**src/rtl/round_pkg.sv**
```systemverilog
// round_pkg: shared types and constants for the round controller.
// Holds the controller state enum, the counter mode encodings driven on
// ctrl, and the who encodings reported by the game and echoed on rsp_who.
package round_pkg;

    typedef enum logic [1:0] {
        ST_IDLE   = 2'd0,
        ST_LOAD   = 2'd1,
        ST_RUN    = 2'd2,
        ST_REPORT = 2'd3
    } round_state_t;

    localparam logic [1:0] MODE_UP1 = 2'b00;
    localparam logic [1:0] MODE_UP2 = 2'b01;
    localparam logic [1:0] MODE_DN1 = 2'b10;
    localparam logic [1:0] MODE_DN2 = 2'b11;

    localparam logic [1:0] WHO_NONE = 2'b00;
    localparam logic [1:0] WHO_WIN  = 2'b01;
    localparam logic [1:0] WHO_LOSE = 2'b10;

endpackage

```
**src/rtl/sat_counter8.sv**
```systemverilog
// sat_counter8: 8-bit event counter that sticks at 255.
// Ports:
//   clk   in   rising-edge clock
//   rst   in   asynchronous active-high reset, clears the count
//   clr   in   synchronous clear (has priority over inc)
//   inc   in   count one event this cycle
//   count out  current count, 0..255
module sat_counter8 (
    input  logic       clk,
    input  logic       rst,
    input  logic       clr,
    input  logic       inc,
    output logic [7:0] count
);

    logic [7:0] count_r;

    // Count register: clear wins, increment stops at all-ones.
    always_ff @(posedge clk or posedge rst) begin
        if (rst) begin
            count_r <= 8'd0;
        end else if (clr) begin
            count_r <= 8'd0;
        end else if (inc && (count_r != 8'hFF)) begin
            count_r <= count_r + 8'd1;
        end
    end

    assign count = count_r;

endmodule

```
**src/rtl/round_controller.sv**
```systemverilog
// round_controller: initiator side of the counter/game interface.
// Takes one round command over a valid/ready handshake, optionally preloads
// the counter, runs it in the requested mode for a fixed length or until the
// game signals gameover, then returns one result on a valid/ready channel.
//
// Build option: define ROUND_STATS_EN to build the winner/loser pulse
// counters; without it rsp_wins/rsp_losses are constant 0.
//
// Ports:
//   clk, rst                          clock, asynchronous active-high reset
//   cmd_valid/cmd_ready               command handshake
//   cmd_load, cmd_val, cmd_mode,      command fields (preload flag, preload
//   cmd_len                           value, counter mode, length; 0 = open)
//   init, val, ctrl                   counter controls
//   winner, loser                     counter all-ones / all-zeros pulses
//   gameover, who                     game end pulse and side
//   rsp_valid/rsp_ready               response handshake
//   rsp_who, rsp_wins, rsp_losses     response fields
// All outputs decode from registers only.
module round_controller
    import round_pkg::*;
#(
    parameter int N     = 4,
    parameter int LEN_W = 8
) (
    input  logic             clk,
    input  logic             rst,
    input  logic             cmd_valid,
    output logic             cmd_ready,
    input  logic             cmd_load,
    input  logic [N-1:0]     cmd_val,
    input  logic [1:0]       cmd_mode,
    input  logic [LEN_W-1:0] cmd_len,
    output logic             init,
    output logic [N-1:0]     val,
    output logic [1:0]       ctrl,
    input  logic             winner,
    input  logic             loser,
    input  logic             gameover,
    input  logic [1:0]       who,
    output logic             rsp_valid,
    input  logic             rsp_ready,
    output logic [1:0]       rsp_who,
    output logic [7:0]       rsp_wins,
    output logic [7:0]       rsp_losses
);

    round_state_t     state_r;
    round_state_t     state_s;
    logic [1:0]       mode_r;
    logic [N-1:0]     val_r;
    logic             len_zero_r;
    logic [LEN_W-1:0] remaining_r;
    logic [1:0]       who_r;
    logic             accept_s;
    logic             last_cycle_s;

    assign accept_s     = (state_r == ST_IDLE) && cmd_valid;
    // Fixed-length round ends on the cycle where one cycle is left.
    assign last_cycle_s = !len_zero_r && (remaining_r == LEN_W'(1));

    // State register.
    always_ff @(posedge clk or posedge rst) begin
        if (rst) begin
            state_r <= ST_IDLE;
        end else begin
            state_r <= state_s;
        end
    end

    // Next-state logic; gameover takes priority over the length timeout.
    always_comb begin
        state_s = state_r;
        case (state_r)
            ST_IDLE: begin
                if (cmd_valid) begin
                    state_s = cmd_load ? ST_LOAD : ST_RUN;
                end else begin
                    state_s = ST_IDLE;
                end
            end
            ST_LOAD: begin
                state_s = ST_RUN;
            end
            ST_RUN: begin
                if (gameover) begin
                    state_s = ST_REPORT;
                end else if (last_cycle_s) begin
                    state_s = ST_REPORT;
                end else begin
                    state_s = ST_RUN;
                end
            end
            ST_REPORT: begin
                if (rsp_ready) begin
                    state_s = ST_IDLE;
                end else begin
                    state_s = ST_REPORT;
                end
            end
            default: begin
                state_s = ST_IDLE;
            end
        endcase
    end

    // Round context: command capture, length countdown and result side.
    always_ff @(posedge clk or posedge rst) begin
        if (rst) begin
            mode_r      <= MODE_UP1;
            val_r       <= '0;
            len_zero_r  <= 1'b0;
            remaining_r <= '0;
            who_r       <= WHO_NONE;
        end else begin
            case (state_r)
                ST_IDLE: begin
                    if (cmd_valid) begin
                        mode_r      <= cmd_mode;
                        val_r       <= cmd_val;
                        len_zero_r  <= (cmd_len == '0);
                        remaining_r <= cmd_len;
                        who_r       <= WHO_NONE;
                    end
                end
                ST_RUN: begin
                    if (gameover) begin
                        who_r <= who;
                    end else if (last_cycle_s) begin
                        who_r <= WHO_NONE;
                    end else if (!len_zero_r) begin
                        remaining_r <= remaining_r - LEN_W'(1);
                    end
                end
                default: begin
                    who_r <= who_r;
                end
            endcase
        end
    end

`ifdef ROUND_STATS_EN
    logic [7:0] wins_s;
    logic [7:0] losses_s;

    sat_counter8 u_wins (
        .clk   (clk),
        .rst   (rst),
        .clr   (accept_s),
        .inc   ((state_r == ST_RUN) && winner),
        .count (wins_s)
    );

    sat_counter8 u_losses (
        .clk   (clk),
        .rst   (rst),
        .clr   (accept_s),
        .inc   ((state_r == ST_RUN) && loser),
        .count (losses_s)
    );

    assign rsp_wins   = wins_s;
    assign rsp_losses = losses_s;
`else
    logic unused_stats_s;
    assign unused_stats_s = winner ^ loser ^ accept_s;
    assign rsp_wins       = 8'd0;
    assign rsp_losses     = 8'd0;
`endif

    assign cmd_ready = (state_r == ST_IDLE);
    assign init      = (state_r == ST_LOAD);
    assign val       = (state_r == ST_LOAD) ? val_r : '0;
    assign ctrl      = (state_r == ST_RUN) ? mode_r : MODE_UP1;
    assign rsp_valid = (state_r == ST_REPORT);
    assign rsp_who   = who_r;

endmodule

```
**config.mk**
```make
export PLATFORM = sky130hd
export DESIGN_NAME = round_controller
export DESIGN_NICKNAME = d
export VERILOG_FILES = /design/src/rtl/round_pkg.sv /design/src/rtl/sat_counter8.sv /design/src/rtl/round_controller.sv
export SDC_FILE = /design/constraint.sdc
export NUM_CORES = 1
export LEC_CHECK = 0
export CAP_MARGIN = 25
export CORE_ASPECT_RATIO = 1.25
export CORE_MARGIN = 4
export CORE_UTILIZATION = 38
export CTS_CLUSTER_DIAMETER = 200
export CTS_CLUSTER_SIZE = 20
export DETAILED_ROUTE_END_ITERATION = 10
export PLACE_DENSITY = 0.75
export SYNTH_ARGS = -nofsm -noshare
export SYNTH_HDL_FRONTEND = slang
export SYNTH_HIERARCHICAL = 1
export SYNTH_SLANG_ARGS = --single-unit
```
**constraint.sdc**
```tcl
create_clock -name clk -period 1.8 [get_ports clk]
set_input_delay 0.36 -clock clk [delete_from_list [all_inputs] [get_ports clk]]
set_output_delay 0.36 -clock clk [all_outputs]
set_load 0.05 [all_outputs]
```
==> results of run 1 <==
synthesized netlist by cell type (2+ instances only):
library cell                count
sky130_fd_sc_hd__clkbuf_1       6
sky130_fd_sc_hd__a22oi_2        2
sky130_fd_sc_hd__nor4_1         4
sky130_fd_sc_hd__a21oi_1        6
sky130_fd_sc_hd__dfrtp_1       19
sky130_fd_sc_hd__inv_1          8
sky130_fd_sc_hd__nor2b_1        2
sky130_fd_sc_hd__nor2_1         7
sky130_fd_sc_hd__buf_4         16
sky130_fd_sc_hd__and2_1         7
sky130_fd_sc_hd__o22ai_1        5
sky130_fd_sc_hd__o21ai_0        7
sky130_fd_sc_hd__o2bb2ai_1      4
sky130_fd_sc_hd__a2bb2oi_1      2
sky130_fd_sc_hd__nand3_1        5
sky130_fd_sc_hd__nand2_1       27
sky130_fd_sc_hd__ha_1           2
sky130_fd_sc_hd__nor3_1         4
cells in the final DEF (no fill, tap or decap), types with 2 or more instances in the layout:
master / n
sky130_fd_sc_hd__o2bb2ai_1: 4
sky130_fd_sc_hd__a22oi_2: 2
sky130_fd_sc_hd__inv_1: 7
sky130_fd_sc_hd__and2_2: 5
sky130_fd_sc_hd__nand2_1: 27
sky130_fd_sc_hd__buf_4: 22
sky130_fd_sc_hd__buf_12: 9
sky130_fd_sc_hd__a21oi_1: 6
sky130_fd_sc_hd__nor2b_4: 2
sky130_fd_sc_hd__clkbuf_8: 3
sky130_fd_sc_hd__clkdlybuf4s50_1: 21
sky130_fd_sc_hd__nor3_1: 4
sky130_fd_sc_hd__conb_1: 16
sky130_fd_sc_hd__o22ai_1: 5
sky130_fd_sc_hd__nor4_1: 4
sky130_fd_sc_hd__and2_1: 2
sky130_fd_sc_hd__o21ai_0: 7
sky130_fd_sc_hd__nand3_1: 5
sky130_fd_sc_hd__dfrtp_1: 18
sky130_fd_sc_hd__nor2_1: 7
sequential cells by signal (all words and copies together) (netlist names):
signal and count:
len_zero_r 1, state_r 2, rsp_who 2, mode_r 2, val_r 4, remaining_r 8
final cells by class:
cell class | count | area [um2] | area share [%]
Multi-Input combinational cell | 116 | 702 | 37.8
Clock inverter | 1 | 5.00 | 0.270
Sequential cell | 19 | 477 | 25.7
Tap cell | 37 | 46.3 | 2.49
Clock buffer | 3 | 41.3 | 2.22
Timing Repair Buffer | 52 | 556 | 29.9
Inverter | 8 | 30.0 | 1.62
per-stage QoR:
stage,cell area [um2],total power [W],setup slack [ns],instances,hold WS (ns)
after CTS,1850,0.00312,-0.0269,236,0.421
final,1860,0.00312,-0.0122,236,0.414
after global routing,1860,0.00333,-0.0714,236,0.474
after global placement,1740,0.00266,-0.0910,228,0.449
after floorplan,1320,0.00195,-0.00602,166,0.311
after detailed placement,1740,0.00269,-0.123,228,0.454
worst paths after layout:
path,from,endpoint,slack (ns),cells past startpoint
worst max-delay path,remaining_r[1]$_DFFE_PP0P_,remaining_r[2]$_DFFE_PP0P_,-0.01,6
worst min-delay path,rst,remaining_r[0]$_DFFE_PP0P_,0.41,3
worst max register to register,remaining_r[1]$_DFFE_PP0P_,remaining_r[2]$_DFFE_PP0P_,-0.01,6
worst min register to register,val_r[1]$_DFFE_PP0P_,val_r[1]$_DFFE_PP0P_,0.47,2
max in group asynchronous,rst,state_r[0]$_DFF_PP0_,1.16,3
min in group clk,val_r[1]$_DFFE_PP0P_,val_r[1]$_DFFE_PP0P_,0.47,2
metal layers:
metal	track usage (%)	wire (um)
met5	0	0
met2	25.8	1570
met1	16.9	1180
met3	2.85	235
met4	4.79	0
power by group through the flow:
stage | clock network, W | registers, W | logic [W]
finish | 0.000296 | 0.000763 | 0.00207
global route | 0.000313 | 0.000790 | 0.00223
CTS | 0.000305 | 0.000762 | 0.00205
detailed placement | 0 | 0.000754 | 0.00194
global placement | 0 | 0.000746 | 0.00191
floorplan | 0 | 0.000787 | 0.00117
cells by family after synthesis:
group / count (synthesis) / synth area share [%]
adders and majority gates: 2 / 2.00
AOI/OAI and AO/OA: 31 / 17.4
buffers and inverters: 32 / 15.1
DFF: 19 / 38.1
other: 1 / 0.300
and+or+nand+nor: 66 / 27.1
worst max-delay path: cells and delay by family (launching register included):
family,cells,cell delay (ns)
and+or+nand+nor,2,0.72
AOI/OAI and AO/OA,2,0.42
DFF,1,0.39
adders and majority gates,1,0.12
buffers and inverters,1,0.08
timing repair:
action / 4_1_cts / 5_1_grt
setup buffers: 3 / 0
setup endpoints to repair: 10 / 14
gates cloned: 1 / 0
pin swaps: 1 / 2
resized for setup: 8 / 2
==> impl_metrics.prom, run 1 <==
# TYPE chip_impl_metric gauge
chip_impl_info{name="run_status",value="finished with violations"} 1
chip_impl_info{name="violations",value="negative setup slack"} 1
chip_impl_metric{name="totalNegativeSetupSlack",unit="ns"} -0.0222
chip_impl_metric{name="grt_max_degree",unit=""} 20
chip_impl_metric{name="yosys_warnings",unit=""} 6
chip_impl_metric{name="drt_wl_total",unit="um"} 2980
chip_impl_info{name="crit_path_capture_type",value="register"} 1
chip_impl_metric{name="die_area",unit="um2"} 4270
chip_impl_metric{name="share_clk_of_total_power",unit="%"} 9.5
chip_impl_metric{name="fin_ws",unit="ns"} -0.0122
chip_impl_info{name="synth_largest_area_cell",value="sky130_fd_sc_hd__dfrtp_1"} 1
chip_impl_metric{name="timing_max_transition_violations_final",unit=""} 0
chip_impl_metric{name="overall_via_count_from_detail_route",unit=""} 1177
chip_impl_info{name="timing.hold.worst.class",value="in2async"} 1
chip_impl_metric{name="global_route.overflow_total",unit=""} 0
chip_impl_metric{name="cts_hold_repair.buffers",unit=""} 0
chip_impl_metric{name="hpwlAfterDp",unit="um"} 2260
chip_impl_metric{name="clock_net_sink_count",unit=""} 19
chip_impl_info{name="clockRootBuffer",value="sky130_fd_sc_hd__clkbuf_8"} 1
chip_impl_metric{name="first_pass_grt_wire_length",unit="um"} 4850
chip_impl_metric{name="number_of_global_route_vias_before_repair",unit=""} 1129
chip_impl_metric{name="antenna_found_initial",unit=""} 0
chip_impl_metric{name="vdd.ir_drop.worst",unit="V"} 0.000899
chip_impl_metric{name="fp.coreArea",unit="um2"} 3190
chip_impl_metric{name="drt_iter0_drc",unit=""} 62
chip_impl_metric{name="power.combinational.fraction",unit="%"} 66.1
chip_impl_metric{name="cell_pwr_density",unit="nW/um2"} 1680
chip_impl_info{name="synth_top_cells_by_area",value="sky130_fd_sc_hd__dfrtp_1, sky130_fd_sc_hd__buf_4, sky130_fd_sc_hd__nand2_1"} 1
chip_impl_metric{name="synthesized_area_divided_by_synthesized_cell_count",unit="um2"} 8.27
chip_impl_metric{name="timing_hold_violations_final",unit=""} 0
chip_impl_metric{name="fin_util",unit="%"} 58.1
chip_impl_metric{name="nFillCells",unit=""} 284
chip_impl_metric{name="chipHeight",unit="um"} 72.1
chip_impl_metric{name="clock-skew-final",unit="ns"} 0.00139
chip_impl_metric{name="period_share",unit="%"} 101
chip_impl_metric{name="clk_transition_reported_paths",unit="ns"} 0.07
chip_impl_metric{name="p_seq_share",unit="%"} 24.4
chip_impl_info{name="worst_path_max_delay_cell",value="sky130_fd_sc_hd__or4b_4"} 1
chip_impl_info{name="synthFlopType",value="sky130_fd_sc_hd__dfrtp_1"} 1
chip_impl_info{name="rsz0062_at_grt",value="yes"} 1
chip_impl_metric{name="cellLeakagePower",unit="nW"} 0.855
chip_impl_metric{name="die_w",unit="um"} 59.3
chip_impl_metric{name="synth_cell_types",unit=""} 36
chip_impl_metric{name="post_route_cells_drive_above_1_share",unit="%"} 28.6
chip_impl_metric{name="wire_per_inst",unit="um"} 12.6
chip_impl_metric{name="ctsHtreeMaxLevel",unit=""} 1
chip_impl_info{name="cts_tree",value="yes"} 1
chip_impl_metric{name="setup_viol",unit=""} 2
chip_impl_metric{name="cts_inserted_buffers",unit=""} 3
chip_impl_metric{name="drc",unit=""} 0
chip_impl_metric{name="clkLatencyLatePin",unit="ns"} 0.25
chip_impl_metric{name="critical-path-max-stage-delay",unit="ns"} 0.47
chip_impl_info{name="series_of_cell_instances_along_the_critical_path",value="inv_2 -> ha_4 -> or4b_4 -> o211a_4 -> or2_4 -> a22oi_2"} 1
chip_impl_metric{name="number_of_register_bits_inferred_by_synthesis",unit=""} 19
chip_impl_metric{name="place.port_buffers",unit=""} 32
chip_impl_metric{name="place_congestion",unit=""} 0.915
chip_impl_metric{name="post_synth_instance_area",unit="um2"} 1250
chip_impl_metric{name="postSynth.asyncResetShare",unit="%"} 100
chip_impl_metric{name="power_switching_share",unit="%"} 44.3
chip_impl_metric{name="floorplan.rows",unit=""} 23
chip_impl_metric{name="power_switching",unit="W"} 0.00138
chip_impl_metric{name="syn_to_final_growth",unit="%"} 48.7
chip_impl_metric{name="synth_edf_count",unit=""} 0
chip_impl_metric{name="drtAntennaViolNets",unit=""} 0
chip_impl_metric{name="post_drt_via_cell_ratio",unit=""} 4.99
chip_impl_metric{name="crit_arrival",unit="ns"} 1.99
chip_impl_metric{name="drt_pre_antenna_iters",unit=""} 4
chip_impl_metric{name="intPower",unit="W"} 0.00174
chip_impl_metric{name="initial_core_util",unit="%"} 39.1
chip_impl_metric{name="ioPinCount",unit=""} 51
chip_impl_metric{name="postSynthCellCount",unit=""} 151
chip_impl_info{name="worstSetupStartpointType",value="register"} 1
chip_impl_metric{name="globalRouteTotalUtil",unit="%"} 14.5
chip_impl_metric{name="timing.critical_path.fanout_max",unit=""} 5
chip_impl_metric{name="synth.top_cell.area_share",unit="%"} 38.1
chip_impl_info{name="worst-setup-path-type",value="reg2reg"} 1
chip_impl_metric{name="max-cap-violations",unit=""} 0
chip_impl_metric{name="clock.fmax",unit="GHz"} 0.552
chip_impl_metric{name="critPathRequiredTime",unit="ns"} 1.98
chip_impl_metric{name="n_antenna_cell",unit=""} 0
chip_impl_metric{name="yosysSeqAreaShare",unit="%"} 38.1
chip_impl_metric{name="final_period_minus_worst_setup_slack",unit="ns"} 1.81
chip_impl_metric{name="nNetsFinal",unit=""} 226
chip_impl_metric{name="max-clock-path-buffers",unit=""} 2
No activity file was read; power rests on OpenSTA's default activity.
==> run 2: changes to the inputs <==
--- a/config.mk
+++ b/config.mk
@@ -5,7 +5,7 @@
 export SDC_FILE = /design/constraint.sdc
 export NUM_CORES = 1
 export LEC_CHECK = 0
-export CAP_MARGIN = 25
+export CAP_MARGIN = 10
 export CORE_ASPECT_RATIO = 1.25
 export CORE_MARGIN = 4
 export CORE_UTILIZATION = 38
@@ -13,6 +13,7 @@
 export CTS_CLUSTER_SIZE = 20
 export DETAILED_ROUTE_END_ITERATION = 10
 export PLACE_DENSITY = 0.75
+export SETUP_SLACK_MARGIN = 0.2
 export SYNTH_ARGS = -nofsm -noshare
 export SYNTH_HDL_FRONTEND = slang
 export SYNTH_HIERARCHICAL = 1
==> run 2 against run 1 <==
Against the previous run: largest cell class unchanged; critical endpoint unchanged; wire length up 6.3%; fmax shrank 0.50%; final cell count rose by 0.85%; register-to-register slack about the same; first-iteration DRC count decreased by 34%; via count rose by 3.9%; the flow still finishes with violations (negative setup slack).
==> impl_metrics.prom, run 2 (synthesized netlist as in run 1, its figures left out) <==
# TYPE chip_impl_metric gauge
chip_impl_metric{name="largest_reg_flops",unit=""} 8
chip_impl_metric{name="final_period_minus_worst_setup_slack",unit="ns"} 1.82
chip_impl_metric{name="fin_ws",unit="ns"} -0.0213
chip_impl_metric{name="vdd.ir_drop.worst",unit="V"} 0.00100
chip_impl_info{name="reg.largest.list",value="remaining_r x8, val_r x4"} 1
chip_impl_metric{name="post_route_cells_drive_above_1_share",unit="%"} 32.3
chip_impl_metric{name="timing_hold_violations_final",unit=""} 0
chip_impl_metric{name="ctsHtreeMaxLevel",unit=""} 1
chip_impl_info{name="timing.hold.worst.class",value="in2async"} 1
chip_impl_metric{name="timing_max_transition_violations_final",unit=""} 0
chip_impl_metric{name="globalRouteTotalUtil",unit="%"} 14.8
chip_impl_metric{name="totalNegativeSetupSlack",unit="ns"} -0.0372
chip_impl_metric{name="drc",unit=""} 0
chip_impl_metric{name="drt_pre_antenna_iters",unit=""} 4
chip_impl_info{name="worstSetupStartpointType",value="register"} 1
chip_impl_metric{name="setup_viol",unit=""} 3
chip_impl_metric{name="antenna_found_initial",unit=""} 0
chip_impl_metric{name="clock-skew-final",unit="ns"} 0.00645
chip_impl_metric{name="ioPinCount",unit=""} 51
chip_impl_metric{name="max-cap-violations",unit=""} 0
chip_impl_info{name="clockRootBuffer",value="sky130_fd_sc_hd__clkbuf_8"} 1
chip_impl_info{name="most_flops_register",value="remaining_r"} 1
chip_impl_metric{name="overall_via_count_from_detail_route",unit=""} 1223
chip_impl_metric{name="die_area",unit="um2"} 4270
chip_impl_metric{name="clkLatencyLatePin",unit="ns"} 0.26
chip_impl_metric{name="drt_iter0_drc",unit=""} 41
chip_impl_metric{name="global_route.overflow_total",unit=""} 0
chip_impl_metric{name="clk_transition_reported_paths",unit="ns"} 0.07
chip_impl_metric{name="max-clock-path-buffers",unit=""} 2
chip_impl_metric{name="die_w",unit="um"} 59.3
chip_impl_metric{name="syn_to_final_growth",unit="%"} 53.1
chip_impl_info{name="worst-setup-path-type",value="reg2reg"} 1
chip_impl_metric{name="clock.fmax",unit="GHz"} 0.549
chip_impl_metric{name="number_of_global_route_vias_before_repair",unit=""} 1122
chip_impl_metric{name="crit_arrival",unit="ns"} 2.01
chip_impl_metric{name="layoutNonFillerInstCount",unit=""} 238
chip_impl_metric{name="n_antenna_cell",unit=""} 0
chip_impl_metric{name="timing.critical_path.fanout_max",unit=""} 5
chip_impl_metric{name="first_pass_grt_wire_length",unit="um"} 4860
chip_impl_info{name="rsz0062_at_grt",value="yes"} 1
chip_impl_metric{name="cellLeakagePower",unit="nW"} 0.872
chip_impl_metric{name="floorplan.rows",unit=""} 23
chip_impl_metric{name="nNetsFinal",unit=""} 228
chip_impl_metric{name="place_congestion",unit=""} 0.909
chip_impl_metric{name="post_drt_via_cell_ratio",unit=""} 5.14
chip_impl_metric{name="drtAntennaViolNets",unit=""} 0
chip_impl_info{name="mostFrequentLayoutCells",value="sky130_fd_sc_hd__nand2_1, sky130_fd_sc_hd__buf_4, sky130_fd_sc_hd__clkdlybuf4s50_1"} 1
chip_impl_info{name="cts_tree",value="yes"} 1
chip_impl_info{name="violations",value="negative setup slack"} 1
chip_impl_metric{name="hpwlAfterDp",unit="um"} 2160
chip_impl_metric{name="fp.coreArea",unit="um2"} 3190
chip_impl_metric{name="grt_max_degree",unit=""} 20
chip_impl_metric{name="fin_util",unit="%"} 59.9
chip_impl_metric{name="clock_net_sink_count",unit=""} 19
chip_impl_info{name="crit_path_capture_type",value="register"} 1
chip_impl_info{name="mostFrequentLayoutCell",value="sky130_fd_sc_hd__nand2_1"} 1
chip_impl_metric{name="cell_pwr_density",unit="nW/um2"} 1700
chip_impl_metric{name="initial_core_util",unit="%"} 39.1
chip_impl_metric{name="hold_slack",unit="ns"} 0.411
chip_impl_metric{name="period_share",unit="%"} 101
chip_impl_metric{name="nFillCells",unit=""} 264
chip_impl_metric{name="drt_wl_total",unit="um"} 3170
chip_impl_metric{name="critPathRequiredTime",unit="ns"} 1.99
chip_impl_metric{name="chipHeight",unit="um"} 72.1
chip_impl_info{name="run_status",value="finished with violations"} 1
chip_impl_metric{name="post_placement_setup_slack",unit="ns"} -0.127
chip_impl_metric{name="place.port_buffers",unit=""} 32
chip_impl_metric{name="cts_inserted_buffers",unit=""} 3
chip_impl_metric{name="cts_hold_repair.buffers",unit=""} 0
chip_impl_metric{name="dp.cells",unit=""} 227
chip_impl_metric{name="wire_per_inst",unit="um"} 13.3
run 2: cell types whose count changed in the layout (fill, tap and decap cells not counted), moves of 2 or more:
cell,change
sky130_fd_sc_hd__and2_2,-5
sky130_fd_sc_hd__and2_4,+6
sky130_fd_sc_hd__buf_4,+2
sky130_fd_sc_hd__o21ai_0,-3
sky130_fd_sc_hd__o21ai_2,+2
run 2: final timing paths:
path                                             from                          to  slack [ns]  cells after the start
min                                               rst  remaining_r[2]$_DFFE_PP0P_        0.41                      3
max reg2reg                remaining_r[1]$_DFFE_PP0P_  remaining_r[2]$_DFFE_PP0P_       -0.02                      6
max                        remaining_r[1]$_DFFE_PP0P_  remaining_r[2]$_DFFE_PP0P_       -0.02                      6
max in group asynchronous                         rst        state_r[0]$_DFF_PP0_        1.17                      3
min reg2reg                     mode_r[1]$_DFFE_PP0P_       mode_r[1]$_DFFE_PP0P_        0.47                      2
min in group clk                mode_r[1]$_DFFE_PP0P_       mode_r[1]$_DFFE_PP0P_        0.47                      2
run 2: area by class of cell:
cell class	count	area (um2)	share of cell area (%)
well taps	37	46.3	2.42
inverters	8	30.0	1.57
repair buffers	54	571	29.8
flip-flops and latches	19	477	24.9
clock buffers	4	45.0	2.36
multi-input cells	116	743	38.9
run 2: repair_timing:
| item | in CTS | in global routing |
|---|---|---|
| setup endpoints to repair | 17 | 20 |
| pin swaps | 3 | 4 |
| gates resized for setup | 10 | 14 |
| cloned | 1 | 0 |
| setup buffers | 4 | 2 |
run 2: metal layers:
metal,vias to the layer above,global-route usage (%),part of all wire (%)
met5,-,0,0
met4,0,6.05,1.8
met3,5,2.49,7.5
met2,50,26.6,53
met1,578,17.0,38
li1,590,-,-
run 2: stage by stage:
| stage | total power, W | area (um2) |
|---|---|---|
| 2_1_floorplan | 0.00198 | 1330 |
| 3_3_place_gp | 0.00267 | 1740 |
| 3_5_place_dp | 0.00270 | 1740 |
| 4_1_cts | 0.00316 | 1860 |
| 5_1_grt | 0.00346 | 1910 |
| 6_report | 0.00325 | 1910 |
run 2: where the power goes:
| part | internal [W] | switching, W |
|---|---|---|
| combinational | 0.00102 | 0.00115 |
| sequential | 0.000624 | 0.000161 |
| clock | 0.000158 | 0.000143 |
run 2: worst max-delay path, cell delays in order, from the launching register on:
cell                      delay [ns]
sky130_fd_sc_hd__dfrtp_1        0.39
sky130_fd_sc_hd__inv_2          0.08
sky130_fd_sc_hd__ha_4           0.12
sky130_fd_sc_hd__or4b_4         0.48
sky130_fd_sc_hd__o211a_4        0.28
sky130_fd_sc_hd__or2_4          0.25
sky130_fd_sc_hd__a22oi_2        0.15
==> run 3: changes to the inputs <==
--- a/config.mk
+++ b/config.mk
@@ -13,6 +13,7 @@
 export CTS_CLUSTER_SIZE = 20
 export DETAILED_ROUTE_END_ITERATION = 10
 export PLACE_DENSITY = 0.75
+export REMOVE_ABC_BUFFERS = 1
 export SETUP_SLACK_MARGIN = 0.2
 export SYNTH_ARGS = -nofsm -noshare
 export SYNTH_HDL_FRONTEND = slang
==> run 3 against run 2 <==
Against the previous run: the flow still finishes with violations (negative setup slack); combinational power grew 8%; global-route usage shrank 0.57 points; clock-buffer cell count shrank 1; critical path depth grew 1; final cell count grew 1.7%; critical endpoint is now remaining_r[3]$_DFFE_PP0P_; largest cell class unchanged; total power grew 4.7%; wire length grew 1.2%.
==> impl_metrics.prom, run 3 (synthesized netlist as in run 1, its figures left out) <==
# TYPE chip_impl_metric gauge
chip_impl_metric{name="critPathRequiredTime",unit="ns"} 1.94
chip_impl_metric{name="wire_per_inst",unit="um"} 13.2
chip_impl_metric{name="fin_ws",unit="ns"} -0.0119
chip_impl_metric{name="period_share",unit="%"} 101
chip_impl_metric{name="cts_inserted_buffers",unit=""} 3
chip_impl_metric{name="final_period_minus_worst_setup_slack",unit="ns"} 1.81
chip_impl_info{name="mostFrequentLayoutCell",value="sky130_fd_sc_hd__nand2_1"} 1
chip_impl_metric{name="max-cap-violations",unit=""} 0
chip_impl_metric{name="drc",unit=""} 0
chip_impl_metric{name="floorplan.rows",unit=""} 23
chip_impl_metric{name="antenna_found_initial",unit=""} 0
chip_impl_metric{name="cell_pwr_density",unit="nW/um2"} 1710
chip_impl_metric{name="drt_wl_total",unit="um"} 3200
chip_impl_info{name="violations",value="negative setup slack"} 1
chip_impl_metric{name="setup_viol",unit=""} 4
chip_impl_metric{name="first_pass_grt_wire_length",unit="um"} 4810
chip_impl_metric{name="clock-skew-final",unit="ns"} 0.00134
chip_impl_info{name="timing.hold.worst.class",value="in2async"} 1
chip_impl_metric{name="clock_net_sink_count",unit=""} 19
chip_impl_metric{name="globalRouteTotalUtil",unit="%"} 14.3
chip_impl_metric{name="number_of_global_route_vias_before_repair",unit=""} 1166
chip_impl_metric{name="initial_core_util",unit="%"} 39.1
chip_impl_metric{name="overall_via_count_from_detail_route",unit=""} 1224
chip_impl_metric{name="global_route.overflow_total",unit=""} 0
chip_impl_metric{name="ioPinCount",unit=""} 51
chip_impl_metric{name="final_area",unit="um2"} 1990
chip_impl_info{name="cts_tree",value="yes"} 1
chip_impl_metric{name="n_antenna_cell",unit=""} 0
chip_impl_metric{name="timing_max_transition_violations_final",unit=""} 0
chip_impl_info{name="crit_path_capture_type",value="register"} 1
chip_impl_metric{name="grt_max_degree",unit=""} 20
chip_impl_metric{name="die_w",unit="um"} 59.3
chip_impl_metric{name="chipHeight",unit="um"} 72.1
chip_impl_metric{name="nNetsFinal",unit=""} 232
chip_impl_metric{name="post_dp_cell_area",unit="um2"} 1750
chip_impl_info{name="clockRootBuffer",value="sky130_fd_sc_hd__clkbuf_8"} 1
chip_impl_metric{name="drt_iter0_drc",unit=""} 46
chip_impl_info{name="worstSetupStartpointType",value="register"} 1
chip_impl_info{name="reg.largest.list",value="remaining_r x8, val_r x4"} 1
chip_impl_metric{name="place.port_buffers",unit=""} 32
chip_impl_metric{name="syn_to_final_growth",unit="%"} 59.6
chip_impl_info{name="mostFrequentLayoutCells",value="sky130_fd_sc_hd__nand2_1, sky130_fd_sc_hd__buf_4, sky130_fd_sc_hd__clkdlybuf4s50_1"} 1
chip_impl_metric{name="post_placement_setup_slack",unit="ns"} -0.0627
chip_impl_metric{name="totalNegativeSetupSlack",unit="ns"} -0.0313
chip_impl_metric{name="clkLatencyLatePin",unit="ns"} 0.26
chip_impl_metric{name="fp.coreArea",unit="um2"} 3190
chip_impl_metric{name="largest_reg_flops",unit=""} 8
chip_impl_metric{name="cellLeakagePower",unit="nW"} 0.915
chip_impl_metric{name="hpwlAfterDp",unit="um"} 2250
chip_impl_info{name="run_status",value="finished with violations"} 1
chip_impl_info{name="worst-setup-path-type",value="reg2reg"} 1
chip_impl_metric{name="max-clock-path-buffers",unit=""} 2
chip_impl_metric{name="drt_pre_antenna_iters",unit=""} 4
chip_impl_metric{name="place_congestion",unit=""} 0.867
chip_impl_metric{name="clock.fmax",unit="GHz"} 0.552
chip_impl_metric{name="cts_hold_repair.buffers",unit=""} 0
chip_impl_metric{name="timing_hold_violations_final",unit=""} 0
chip_impl_metric{name="post_drt_via_cell_ratio",unit=""} 5.06
chip_impl_info{name="rsz0062_at_grt",value="yes"} 1
chip_impl_metric{name="die_area",unit="um2"} 4270
chip_impl_metric{name="drtAntennaViolNets",unit=""} 0
chip_impl_metric{name="vdd.ir_drop.worst",unit="V"} 0.00113
chip_impl_info{name="most_flops_register",value="remaining_r"} 1
chip_impl_metric{name="ctsHtreeMaxLevel",unit=""} 1
chip_impl_metric{name="post_route_cells_drive_above_1_share",unit="%"} 35.6
chip_impl_metric{name="clk_transition_reported_paths",unit="ns"} 0.07
chip_impl_metric{name="crit_arrival",unit="ns"} 1.96
chip_impl_metric{name="timing.critical_path.fanout_max",unit=""} 5
## run 3: final timing paths
check,start,to,slack [ns],depth (start not counted)
worst max-delay path,remaining_r[1]$_DFFE_PP0P_,remaining_r[3]$_DFFE_PP0P_,-0.01,7
worst min-delay path,rst,val_r[2]$_DFFE_PP0P_,0.42,3
worst max register to register,remaining_r[1]$_DFFE_PP0P_,remaining_r[3]$_DFFE_PP0P_,-0.01,7
worst min register to register,val_r[1]$_DFFE_PP0P_,val_r[1]$_DFFE_PP0P_,0.48,2
max in group asynchronous,rst,state_r[1]$_DFF_PP0_,1.15,3
min in group clk,val_r[1]$_DFFE_PP0P_,val_r[1]$_DFFE_PP0P_,0.48,2
## run 3: metal layers
metal	wire length, um	track usage (%)	part of all wire, %
met1	1200	15.8	37
met2	1750	26.2	55
met3	221	2.67	6.9
met4	29	5.29	0.91
met5	0	0	0
## run 3: final cells by class
type	instances	area, um2
well taps	37	46.3
clock buffers	3	41.3
repair buffers	59	627
inverters	8	30.0
multi-input cells	115	766
clock inverters	1	5.00
fillers	269	1200
flip-flops and latches	19	478
## run 3: repair_timing
action,in CTS,in global routing
endpoints found under the hold margin,0,0
resized for setup,11,27
pin swaps,11,7
setup buffers,4,3
endpoints found under the setup margin,17,18
## run 3: worst max-delay path: stages (launching register included)
cell,delay (ns)
sky130_fd_sc_hd__dfrtp_1,0.39
sky130_fd_sc_hd__inv_2,0.08
sky130_fd_sc_hd__ha_4,0.12
sky130_fd_sc_hd__or4b_4,0.47
sky130_fd_sc_hd__o211a_4,0.26
sky130_fd_sc_hd__buf_6,0.12
sky130_fd_sc_hd__nor2_4,0.16
sky130_fd_sc_hd__o2bb2ai_1,0.09
## run 3: per-stage QoR
step	util [%]	hold slack, ns	cells	total power (W)
2_1_floorplan	-	0.311	142	0.00184
3_3_place_gp	54.7	0.449	231	0.00266
3_5_place_dp	54.7	0.455	231	0.00270
4_1_cts	58.1	0.422	239	0.00314
5_1_grt	62.4	0.448	242	0.00362
6_report	62.4	0.418	242	0.00341
## run 3: report_power, final
part | switching [W] | internal [W]
Sequential | 0.000132 | 0.000626
Combinational | 0.00123 | 0.00112
Clock | 0.000144 | 0.000154
==> edit (config.mk and constraints of run 2) <==
Set the parameter `LEN_W` to 16 (it was 8).
--- a/src/rtl/round_controller.sv
+++ b/src/rtl/round_controller.sv
@@ -22,5 +22,5 @@
 #(
     parameter int N     = 4,
-    parameter int LEN_W = 8
+    parameter int LEN_W = 16
 ) (
     input  logic             clk,
Ports: changed (resized cmd_len); port bits go from 51 to 59. The function was not compared with the original's and may differ.
==> edit against run 2 <==
Highest routed layer unchanged; the flow still finishes with violations (setup timing); sequential cell count increased by 8; area after synthesis is 35% higher; total power increased by 58%; clock power increased by 17%; cell area grew 50%; worst setup slack improved by 6.2 ps; wire length rose by 65%; hold slack improved by 31 ps.
==> edit: results (changes against run 2) <==
Top Registers remaining_r: 16 flops, val_r: 4 flops; status complete, but fails checks; H-tree Lvls 1 (unchanged); most instantiated cells after synthesis a21oi_1, dfrtp_1, nand2_1, buf_4, o21ai_0; post-DR wirelength/cell 15.7 µm (+18%); xor/xnor cell area share of the yosys netlist 0 (unchanged); top cells by area, synth dfrtp_1, a21oi_1, buf_4; Max Cap Viol 0 (unchanged); Power Internal 2.85 mW (+58%); Nets 312 (+37%); critical path's largest stage delay 420 ps (-60 ps); Vias/cell 5.44 (+6.0%); prevailing post-synth register cell dfrtp_1; vias in the first global route 1727 (+54%); sequential share of the synthesized area 0.400 (+0.0189); largest net degree at the start of global routing 28 (+40%); WP data arrival 1970 ps (-40 ps); HP Class input port to async pin; RD Place Congestion 0.807 (-11%); Worst Setup End Kind flop; layout overhead on the synthesized area 69.6%; setup TNS -50.4 ps (-13.2 ps); Avg Cell Area, Syn 8.54 µm² (+3.2%); Clock Skew 2.21 ps (-4.24 ps); Min Hold Slack 442 ps (+30.9 ps); Synth cell types 35 (-2.8%); clk buf depth 2 (unchanged); multiplexer share of the synthesized area 0.0400 (+0.0400); register clock-pin slew on the reported worst setup and hold paths 90 ps (+20 ps); number of buffers added on ports 40 (+25%); P_seq 1.18 mW (+50%); violated checks setup timing; r2r endpoint remaining_r[10]$_DFFE_PP0P_; Detailed Place HPWL 3320 µm (+54%); crit path from remaining_r[5]$_DFFE_PP0P_; GR Util All Layers 0.183 (+0.0341); Clk Latency, worst-skew pair 270 ps; Crit Path Max Fanout 5 (unchanged); adder-cell area share of the yosys netlist 0.0148 (-0.00524); Final WS setup -15.1 ps (+6.18 ps); Async SR Flop Fraction 1.00 (unchanged); CTS Root Cell clkbuf_8; post-place instance area 2420 µm² (+39%); First-pass DRT Iterations 4 (unchanged); VDD IR max 0.987 mV (-1.7%); compound-gate portion of the synthesized area 0.215 (+0.0403); Yosys warning count 6 (unchanged); routed vias 1813 (+48%); worst slack, placed -59.2 ps (+68.3 ps); fillers 300 (+14%); Slowest-stage cell, CP dfrtp_1; Comb power frac 0.702 (+0.036); number of DRC markers in iteration 0 117 (+190%); Leak 1.17 nW (+34%); Sw Pwr 2.29 mW (+58%); layout cell share with drive strength beyond 1 0.419 (+0.0954); initial antenna violation count 0 (unchanged); first-pass GRT wire length 7780 µm (+60%); setup violators final 6 (+3); R2R depth 6 (unchanged)
==> edit: layout make-up <==
class | instances | share of cell area
Multi-Input combinational cell | 156 | 0.388
Timing Repair Buffer | 85 | 0.328
Sequential cell | 27 | 0.237
Tap cell | 56 | 0.0244
Clock buffer | 4 | 0.0157
Inverter | 5 | 0.00655
==> edit: what timing repair did <==
| item | CTS | global route |
|---|---|---|
| resized for setup | 26 | 28 |
| gates cloned | 2 | 1 |
| endpoints found under the hold margin | 0 | 0 |
| endpoints found under the setup margin | 22 | 35 |
| pin swaps | 7 | 14 |
| buffers inserted | 9 | 9 |
==> edit: critical path, delay by kind of cell (launching register included) <==
| family | cells | cell delay, ps |
|---|---|---|
| AO/OA/AOI/OAI | 2 | 420 |
| AND/OR/NAND/NOR | 2 | 470 |
| buffers and inverters | 2 | 380 |
| flip-flops | 1 | 420 |
==> edit: layer usage <==
metal	vias up	wire, µm	GRT usage
met5	-	0	0
met2	93	2630	0.322
met1	856	2010	0.214
li1	847	-	-
met3	17	450	0.0406
met4	0	141	0.0649
